**src/rtl/uart_pkg.sv**
```systemverilog
// Shared UART RX definitions: write-controller state encoding and default widths.
package uart_pkg;

   typedef enum logic [1:0] {
      IDLE  = 2'd0,
      WRITE = 2'd1,
      GAP   = 2'd2,
      PAUSE = 2'd3
   } rx_wr_state_e;

   localparam int DATA_W_DEF = 8;
   localparam int DROP_CNT_W = 16;

endpackage

```
**src/rtl/uart_rx_drop_ctr.sv**
```systemverilog
// Saturating event counter for characters dropped by the RX write controller.
module uart_rx_drop_ctr
   import uart_pkg::*;
#(
   parameter int W = DROP_CNT_W
) (
   input  logic         CLK,
   input  logic         RSTn,
   input  logic         inc,
   output logic [W-1:0] cnt
);

   logic [W-1:0] cnt_q;
   logic [W-1:0] cnt_d;

   // Holds at all-ones instead of wrapping.
   always_comb begin
      cnt_d = cnt_q;
      if (inc && (cnt_q != {W{1'b1}})) cnt_d = cnt_q + 1'b1;
   end

   always_ff @(posedge CLK or negedge RSTn) begin
      if (!RSTn) cnt_q <= '0;
      else       cnt_q <= cnt_d;
   end

   assign cnt = cnt_q;

endmodule

```
**src/rtl/uart_rx_fifo_wr_ctrl.sv**
```systemverilog
// UART RX -> FIFO write controller with level hysteresis and sticky overrun.
// Define UART_RX_DROP_CNT_EN to build the live dropped-character counter.
module uart_rx_fifo_wr_ctrl
   import uart_pkg::*;
#(
   parameter int DATA_W    = DATA_W_DEF,
   parameter int FIFO_AW   = 4,
   parameter int AF_MARGIN = 2,
   parameter int HYST      = 2,
   parameter bit DROP_FERR = 1'b1
) (
   input  logic                  CLK,
   input  logic                  RSTn,
   input  logic                  rx_done,
   input  logic [DATA_W-1:0]     rx_data,
   input  logic                  rx_ferr,
   output logic                  rx_en,
   input  logic [FIFO_AW:0]      fifo_usedw,
   input  logic                  fifo_full,
   output logic                  fifo_wr_req,
   output logic [DATA_W-1:0]     fifo_wr_data,
   output logic                  ovr_flag,
   input  logic                  ovr_clr,
   output logic [DROP_CNT_W-1:0] drop_cnt
);

   localparam int DEPTH = 1 << FIFO_AW;
   localparam logic [FIFO_AW:0] PAUSE_LVL  = (FIFO_AW+1)'(DEPTH - AF_MARGIN);
   localparam logic [FIFO_AW:0] RESUME_LVL = (FIFO_AW+1)'(DEPTH - AF_MARGIN - HYST);

   rx_wr_state_e      state_q, state_d;
   logic [DATA_W-1:0] char_q, char_d;
   logic              rx_en_q, rx_en_d;
   logic              wr_req_q, wr_req_d;
   logic [DATA_W-1:0] wr_data_q, wr_data_d;
   logic              ovr_q, ovr_d;

   logic discard, pause_lvl, wr_go, drop_evt;

   assign discard   = DROP_FERR && rx_ferr;
   assign pause_lvl = (fifo_usedw >= PAUSE_LVL) || fifo_full;
   assign wr_go     = (state_q == WRITE) && !fifo_full;

   // Overrun: character arrives while busy or full, or the latched one finds the FIFO full.
   assign drop_evt = (rx_done && (state_q != IDLE))
                  || (rx_done && (state_q == IDLE) && !discard && fifo_full)
                  || ((state_q == WRITE) && fifo_full);

   // NOTE: flops use non-blocking assignments so every register samples pre-edge values.
   always_ff @(posedge CLK or negedge RSTn) begin
      if (!RSTn) begin
         state_q   <= IDLE;
         char_q    <= '0;
         rx_en_q   <= 1'b0;
         wr_req_q  <= 1'b0;
         wr_data_q <= '0;
         ovr_q     <= 1'b0;
      end else begin
         state_q   <= state_d;
         char_q    <= char_d;
         rx_en_q   <= rx_en_d;
         wr_req_q  <= wr_req_d;
         wr_data_q <= wr_data_d;
         ovr_q     <= ovr_d;
      end
   end

   // NOTE: each combinational output gets a default first so no latch is inferred.
   always_comb begin
      state_d = state_q;
      char_d  = char_q;
      unique case (state_q)
         IDLE: begin
            if (rx_done) char_d = rx_data;
            if (rx_done && !discard && !fifo_full) state_d = WRITE;
            else if (pause_lvl)                    state_d = PAUSE;
         end
         WRITE: state_d = GAP;
         GAP:   state_d = pause_lvl ? PAUSE : IDLE;
         PAUSE: if ((fifo_usedw <= RESUME_LVL) && !fifo_full) state_d = IDLE;
         default: state_d = IDLE;
      endcase
   end

   // Outputs are registered from the current state, so they trail it by one cycle.
   always_comb begin
      rx_en_d   = (state_q == IDLE);
      wr_req_d  = wr_go;
      wr_data_d = wr_go ? char_q : wr_data_q;
      ovr_d     = drop_evt || (ovr_q && !ovr_clr);
   end

   assign rx_en        = rx_en_q;
   assign fifo_wr_req  = wr_req_q;
   assign fifo_wr_data = wr_data_q;
   assign ovr_flag     = ovr_q;

`ifdef UART_RX_DROP_CNT_EN
   uart_rx_drop_ctr #(.W(DROP_CNT_W)) u_drop_ctr (
      .CLK  (CLK),
      .RSTn (RSTn),
      .inc  (drop_evt),
      .cnt  (drop_cnt)
   );
`else
   assign drop_cnt = '0;
`endif

endmodule

```
**config.mk**
```make
export PLATFORM = sky130hd
export DESIGN_NAME = uart_rx_fifo_wr_ctrl
export DESIGN_NICKNAME = d
export VERILOG_FILES = /design/src/rtl/uart_pkg.sv /design/src/rtl/uart_rx_drop_ctr.sv /design/src/rtl/uart_rx_fifo_wr_ctrl.sv
export SDC_FILE = /design/constraint.sdc
export NUM_CORES = 1
export LEC_CHECK = 0
export BUFFER_PORTS_ARGS = -buffer_cell sky130_fd_sc_hd__buf_2
export CAP_MARGIN = 20
export CORE_MARGIN = 3
export CORE_UTILIZATION = 35
export DETAILED_ROUTE_END_ITERATION = 7
export GPL_TIMING_DRIVEN = 0
export PLACE_DENSITY_LB_ADDON = 0.25
export REMOVE_ABC_BUFFERS = 1
export SLEW_MARGIN = 5
export SYNTH_ARGS = -nofsm -noshare
export SYNTH_HDL_FRONTEND = slang
export SYNTH_SLANG_ARGS = --single-unit
export TNS_END_PERCENT = 5
```
**constraint.sdc**
```tcl
create_clock -name CLK -period 1.5 [get_ports CLK]
set_input_delay 0.075 -clock CLK [delete_from_list [all_inputs] [get_ports CLK]]
set_output_delay 0.075 -clock CLK [all_outputs]
set_load 0.005 [all_outputs]
```
---- Word-level counts from Yosys, hierarchy flattened ----
Cells that the tools add are included.
W data, S select, Z words.
operators by class
  $lt $le $gt $ge ......................... 2
  equality and inequality tests ........... 5
  mux-type cells .......................... 5
  reduce and logical (&&, ||, !) cells .... 21
operators with widths
  kind                  count
  $logic_and A1 B1 Y1   10
  $mux W2               4
  $pmux W2 S4           1
  $ge A5 B4 Y1 const B  1
  $le A5 B4 Y1 const B  1
  $eq A2 B2 Y1 const B  2
  $logic_or A1 B1 Y1    4
  $reduce_and A2 Y1     2
  $logic_not A1 Y1      3
  $ne A3 B1 Y1 const B  1
  $eq A2 B1 Y1 const B  1
  $logic_not A2 Y1      1
  $ne A2 B2 Y1 const B  1
  $reduce_bool A2 Y1    1
word-level totals
  bits in registers ....................... 21
  bits of input ports ..................... 19

---- Longest topological paths before layout ----
Gate-level depths: netlist of run 1.
  word-level depth ........................ 7
  mapped depth ............................ 4
  gate-level depth less buffers ........... 3

---- Worst setup path after synthesis of run 1 ----
Ideal clock, no wire load.
  path type ............................... register to register
  start point ............................. reg state_q[0]
  end point ............................... reg wr_data_q[0] (netlist: fifo_wr_data[0])
  data arrival time ....................... 1145 ps
  slack ................................... 231 ps
  cell stages (with the launch flop) ...... 5
  buffers on the path ..................... 1
  path through ............................ dfrtp_1 -> nor2b_1 -> and2b_1 -> buf_4 -> mux2_2
on the way
  cells in the longest elaborated chain, start to end .. 2
RTL lines
  what                    line                        source
  start, declared         uart_rx_fifo_wr_ctrl.sv:31  rx_wr_state_e state_q, state_d;
  start signal, assigned  uart_rx_fifo_wr_ctrl.sv:59  state_q <= state_d;
  $eq A2 B1 Y1            uart_rx_fifo_wr_ctrl.sv:42  assign wr_go = (state_q == WRITE) && !fifo_full;
  $logic_and A1 B1 Y1     uart_rx_fifo_wr_ctrl.sv:42
  via wr_go               uart_rx_fifo_wr_ctrl.sv:38  logic discard, pause_lvl, wr_go, drop_evt;
  end signal, assigned    uart_rx_fifo_wr_ctrl.sv:63  wr_data_q <= wr_data_d;
  end, declared           uart_rx_fifo_wr_ctrl.sv:35  logic [DATA_W-1:0] wr_data_q, wr_data_d;
The timed path passes the listed nets, and every way through them passes these cells.
A chain may end at the register's enable or synchronous reset.

---- Final worst setup path of run 1 ----
  start point ............................. reg state_q[0]
  end point ............................... reg wr_data_q[2] (netlist: fifo_wr_data[2])
on the way
  cells in the longest elaborated chain, start to end .. 2
RTL lines
  what                 line
  $eq A2 B1 Y1         uart_rx_fifo_wr_ctrl.sv:42
  $logic_and A1 B1 Y1  uart_rx_fifo_wr_ctrl.sv:42
Every way passes these cells.

==> impl_metrics.py, run 1 <==
metrics = {
    "sta": {
        "rsz0062_at_grt": "false",
        "hold_violations": 0,
        "layout_min_cycle_time_ns": 1.39,
        "finalSetupViolations": 0,
        "whs_ns": 0.0142,
        "fin_setup_tns_ns": 0,
        "maxSlewViolCount": 0,
        "fin_skew_ns": 0.00629,
        "fmax_mhz": 718,
        "period_share_pct": 92.9,
    },
    "drt": {
        "post-route-drc-count": 0,
        "via_per_inst": 4.41,
        "antenna_left": 0,
        "first_pass_iters": 3,
        "drt_iter0_drc": 20,
        "num_vias": 617,
        "wl_per_cell_um": 11.5,
        "routed_wl_mm": 1.61,
    },
    "min_path": {
        "hold_path_end": "char_q[3]",
        "min-delay-start": "rx_data[3]",
        "min_path_cells": 2,
        "hold_path.class": "input port to flip-flop",
    },
    "setup_path": {
        "required_ns": 1.68,
        "r2r-start": "state_q[0]",
        "r2r_slack_ns": 0.11,
        "cp.arrival_ns": 1.58,
        "end_kind": "flip-flop",
        "r2r_end": "fifo_wr_data[2]",
        "cp-start-kind": "flip-flop",
        "critPathKind": "flip-flop to flip-flop",
        "worstPathMaxFanout": 9,
        "rr_worst_depth": 3,
    },
    "clock_network": {
        "cts_max_level": 1,
        "cts_root_buf": "clkbuf_4",
        "cts_tree": "built",
        "numCtsBuffers": 3,
        "clk_pin_slew_ns": 0.11,
        "insertion_delay_ns": 0.29,
        "cts_setup_buffers": 0,
        "cts.sinks": 21,
        "cts_max_path_buffers": 2,
    },
    "layout": {
        "final_cell_mix": "buf_2 (29), dfrtp_1 (21), conb_1 (16), mux2_2 (15), dlygate4sd3_1 (6)",
        "synthToLayoutAreaGrowth_pct": 20.5,
        "antenna_cells": 0,
        "layout_commonest_cell": "buf_2",
        "layout-drive-gt1-share_pct": 47.3,
        "nNetsFinal": 130,
    },
    "floorplanning": {
        "io_pins": 46,
        "die_area_um2": 3400,
        "initial_core_util_pct": 37.6,
        "fp-row-count": 18,
        "die_h_um": 58.3,
        "die_w_um": 58.3,
        "fp.coreArea_um2": 2540,
    },
    "yosys": {
        "yosysWarnings": 0,
        "synth_seq_cells": 21,
        "syn-cell-area_um2": 957,
        "synth_cells": 74,
        "postSynthAreaPerCell_um2": 12.9,
        "ys_seq_area_share_pct": 54.9,
        "netlist-cell-type-count": 19,
    },
    "flow_run": {
        "drv_cap": 0,
    },
    "global_route": {
        "grt-ovfl-total": 0,
        "grt_usage_pct": 9.85,
        "grt_pass1_vias": 605,
        "grt_max_degree": 22,
        "antenna_found_initial": 0,
        "grt_pass1_wl_mm": 2.53,
    },
    "placement": {
        "port_buffers": 29,
        "place_hpwl_mm": 1.24,
        "gp_congestion": 0.722,
    },
    "power": {
        "p_leak_nw": 0.584,
        "ir_drop_v": 0.000798,
        "power-per-cell-area_nw_per_um2": 1390,
    },
    "outcome": {
        "status": "finished clean",
    },
}
## cell type report
cell class                 count  area (um2)
timing repair buffer          35         205
sequential                    21         526
multi-input combinational     50         358
fill                         252        1390
tap                           30        37.5
clock buffer                   3        22.5
clock inverter                 1        5.00
## flip-flops by register name, summed over array words and instances (netlist names)
name	flops
char_q	8
rx_en	1
fifo_wr_req	1
ovr_flag	1
state_q	2
fifo_wr_data	8
## power breakdown
| part | switching [mW] | leakage (nW) | internal, mW |
|---|---|---|---|
| clock | 0.158 | 0.0177 | 0.0990 |
| combinational | 0.159 | 0.307 | 0.282 |
| sequential | 0.112 | 0.259 | 0.796 |
| total | 0.429 | 0.584 | 1.18 |
## per-stage QoR
| step | setup slack (ns) | area (um2) | util, % | instances | total power [mW] |
|---|---|---|---|---|---|
| 6_report | 0.107 | 1150 | 45.3 | 140 | 1.61 |
| 5_1_grt | 0.0342 | 1150 | 45.3 | 140 | 1.74 |
| 4_1_cts | 0.0208 | 1120 | 44.1 | 137 | 1.64 |
| 3_5_place_dp | -0.0209 | 1060 | 41.8 | 130 | 1.37 |
| 3_3_place_gp | -0.0378 | 1060 | 41.8 | 130 | 1.33 |
| 2_1_floorplan | 0.175 | 881 | - | 71 | 1.16 |
## worst max-delay path: stages (launching register included)
cell     delay [ns]
dfrtp_1        0.42
nor2b_1        0.22
and2b_2        0.30
mux2_2         0.35
## synthesized netlist by cell type
library cell	n	share of area, %
dfrtp_1	21	55
buf_4	17	13
mux2_2	15	18
nor2_1	3	1.2
a211oi_1	2	1.6
nor2b_1	2	1.3
o21ai_0	2	1.0
a31oi_1	1	0.65
and2_1	1	0.65
and2b_1	1	0.78
and3_1	1	0.65
buf_2	1	0.52
conb_1	1	0.39
mux2_1	1	1.2
nand2b_1	1	0.65
nand3_1	1	0.52
o211ai_1	1	0.78
or3_2	1	0.78
or4b_4	1	1.4
## how the worst max path moves through the flow
stage / end / slack [ns] / start / cells past startpoint
floorplan: fifo_wr_data[0] / 0.18 / state_q[0] / 3
global placement: fifo_wr_data[3] / -0.04 / state_q[0] / 3
detailed placement: fifo_wr_data[0] / -0.02 / state_q[0] / 3
CTS: char_q[2] / 0.02 / state_q[1] / 3
global route: fifo_wr_data[2] / 0.03 / state_q[0] / 3
finish: fifo_wr_data[2] / 0.11 / state_q[0] / 3
## repair_timing
action	4_1_cts	5_1_grt
resized for setup	1	1
hold buffers	3	3
endpoints found under the hold margin	23	3
endpoints found under the setup margin	8	8
## routing by layer
metal | global-route usage [%] | wire length [um] | vias to the layer above
met5 | 0 | 0 | -
met4 | 5.96 | 23 | 0
met3 | 1.75 | 113 | 2
met2 | 16.7 | 841 | 25
met1 | 11.5 | 635 | 298
li1 | - | - | 292
## cell families (layout without fill, tap and decap cells)
group / count (synthesis) / in the layout / share of synthesized area [%]
and+or+nand+nor: 12 / 12 / 7.97
AOI/OAI and AO/OA: 6 / 6 / 4.05
DFF: 21 / 21 / 54.9
other: 1 / 16 / 0.392
muxes: 16 / 16 / 18.8
buffers and inverters: 18 / 39 / 13.9
No activity file was read; power rests on OpenSTA's default activity.
==> run 2: changes to the inputs <==
--- a/config.mk
+++ b/config.mk
@@ -11,6 +11,7 @@
 export CORE_UTILIZATION = 35
 export DETAILED_ROUTE_END_ITERATION = 7
 export GPL_TIMING_DRIVEN = 0
+export MAX_ROUTING_LAYER = met4
 export PLACE_DENSITY_LB_ADDON = 0.25
 export REMOVE_ABC_BUFFERS = 1
 export SLEW_MARGIN = 5
==> run 2 against run 1 <==
Effect of this change:
- global-route usage is 0.30 points higher
- wire length is essentially flat
- critical path type unchanged
- flip-flop and latch count did not move
- design area unchanged
- clock power is essentially flat
- critical endpoint unchanged
- cell count is the same
- non-clock buffer count unchanged
- sequential share of layout area unchanged
- clock skew hardly changed
- setup slack barely moved
==> impl_metrics.py, run 2 (same netlist as run 1, synthesis figures left out) <==
metrics = {
    "floorplanning": {
        "die_area_um2": 3400,
        "fp.coreArea_um2": 2540,
        "die_h_um": 58.3,
        "die_w_um": 58.3,
        "io_pins": 46,
        "fp-row-count": 18,
        "initial_core_util_pct": 37.6,
    },
    "layout": {
        "antenna_cells": 0,
        "layout-drive-gt1-share_pct": 47.3,
        "nNetsFinal": 130,
        "layout_commonest_cell": "buf_2",
        "final_cell_mix": "buf_2 (29), dfrtp_1 (21), conb_1 (16), mux2_2 (15), dlygate4sd3_1 (6)",
        "synthToLayoutAreaGrowth_pct": 20.5,
        "nFillCells": 252,
        "layoutNonFillerInstCount": 140,
    },
    "outcome": {
        "status": "finished clean",
    },
    "min_path": {
        "hold_path.class": "input port to flip-flop",
        "min-delay-start": "rx_data[3]",
        "hold_path_end": "char_q[3]",
        "min_path_cells": 2,
    },
    "drt": {
        "via_per_inst": 4.41,
        "num_vias": 617,
        "post-route-drc-count": 0,
        "drt_iter0_drc": 20,
        "first_pass_iters": 3,
        "routed_wl_mm": 1.61,
        "wl_per_cell_um": 11.5,
        "antenna_left": 0,
    },
    "power": {
        "p_leak_nw": 0.584,
        "ir_drop_v": 0.000798,
        "power-per-cell-area_nw_per_um2": 1390,
        "finalPower_mw": 1.61,
    },
    "setup_path": {
        "r2r-start": "state_q[0]",
        "critPathKind": "flip-flop to flip-flop",
        "path_cells": "nor2b_1 -> and2b_2 -> mux2_2",
        "rr_worst_depth": 3,
        "r2r_slack_ns": 0.11,
        "end_kind": "flip-flop",
        "cp.arrival_ns": 1.58,
        "cpMaxStageDelayCell": "dfrtp_1",
        "slowest_delay_ns": 0.42,
        "required_ns": 1.68,
        "cp-start-kind": "flip-flop",
        "worstPathMaxFanout": 9,
        "r2r_end": "fifo_wr_data[2]",
    },
    "sta": {
        "fin_skew_ns": 0.00630,
        "period_share_pct": 92.9,
        "hold_violations": 0,
        "maxSlewViolCount": 0,
        "fin_setup_tns_ns": 0,
        "fmax_mhz": 718,
        "rsz0062_at_grt": "false",
        "whs_ns": 0.0142,
        "layout_min_cycle_time_ns": 1.39,
        "finalSetupViolations": 0,
    },
    "global_route": {
        "grt_pass1_vias": 604,
        "grt_usage_pct": 10.1,
        "grt_pass1_wl_mm": 2.54,
        "antenna_found_initial": 0,
        "grt_max_degree": 22,
        "grt-ovfl-total": 0,
    },
    "clock_network": {
        "clk_pin_slew_ns": 0.11,
        "cts_max_level": 1,
        "cts.sinks": 21,
        "cts_max_path_buffers": 2,
        "cts_tree": "built",
        "cts_setup_buffers": 0,
        "numCtsBuffers": 3,
        "insertion_delay_ns": 0.29,
        "cts_root_buf": "clkbuf_4",
    },
    "placement": {
        "port_buffers": 29,
        "gp_congestion": 0.731,
        "place_hpwl_mm": 1.24,
        "dpl.cell_count": 130,
    },
    "flow_run": {
        "drv_cap": 0,
    },
}
[run 2: cell counts in the layout (fill, tap and decap cells not counted)]
No cell type changed its count.
[run 2: area by class of cell]
cell class / instances / area [um2] / share of cell area (%)
Clock buffer: 3 / 22.5 / 1.95
Clock inverter: 1 / 5.00 / 0.434
Multi-Input combinational cell: 50 / 358 / 31.0
Sequential cell: 21 / 526 / 45.6
Tap cell: 30 / 37.5 / 3.25
Timing Repair Buffer: 35 / 205 / 17.8
[run 2: critical path, delay by kind of cell (launching register included)]
kind          cells  cell delay (ns)
flops             1             0.42
mux               1             0.35
simple gates      2             0.52
[run 2: worst max path at each step]
stage                     from               to  slack [ns]
finish              state_q[0]  fifo_wr_data[2]        0.11
detailed placement  state_q[0]  fifo_wr_data[0]       -0.02
global route        state_q[0]  fifo_wr_data[2]        0.03
CTS                 state_q[1]        char_q[2]        0.02
floorplan           state_q[0]  fifo_wr_data[0]        0.18
global placement    state_q[0]  fifo_wr_data[3]       -0.04
[run 2: stage by stage]
step	setup WS, ns	cell area [um2]	utilization [%]
3_3_place_gp	-0.0378	1060	41.8
3_5_place_dp	-0.0209	1060	41.8
2_1_floorplan	0.175	881	-
6_report	0.107	1150	45.3
5_1_grt	0.0342	1150	45.3
4_1_cts	0.0208	1120	44.1
[run 2: report_power, final]
part	leakage, nW	internal, mW	switching (mW)
Sequential	0.259	0.796	0.112
Combinational	0.307	0.282	0.159
Clock	0.0177	0.0990	0.158
[run 2: what timing repair did]
item,in CTS,in global routing
hold buffers,3,3
setup endpoints to repair,8,8
hold endpoints to repair,23,3
gates resized for setup,1,1
[run 2: routing by layer]
metal	share of wire [%]	wire (um)	up-vias	global-route usage, %
met5	0	0	-	-
met4	1.4	23	0	5.96
met3	7.0	113	2	1.75
met2	52	841	25	16.7
met1	39	635	298	11.5
li1	-	-	292	-
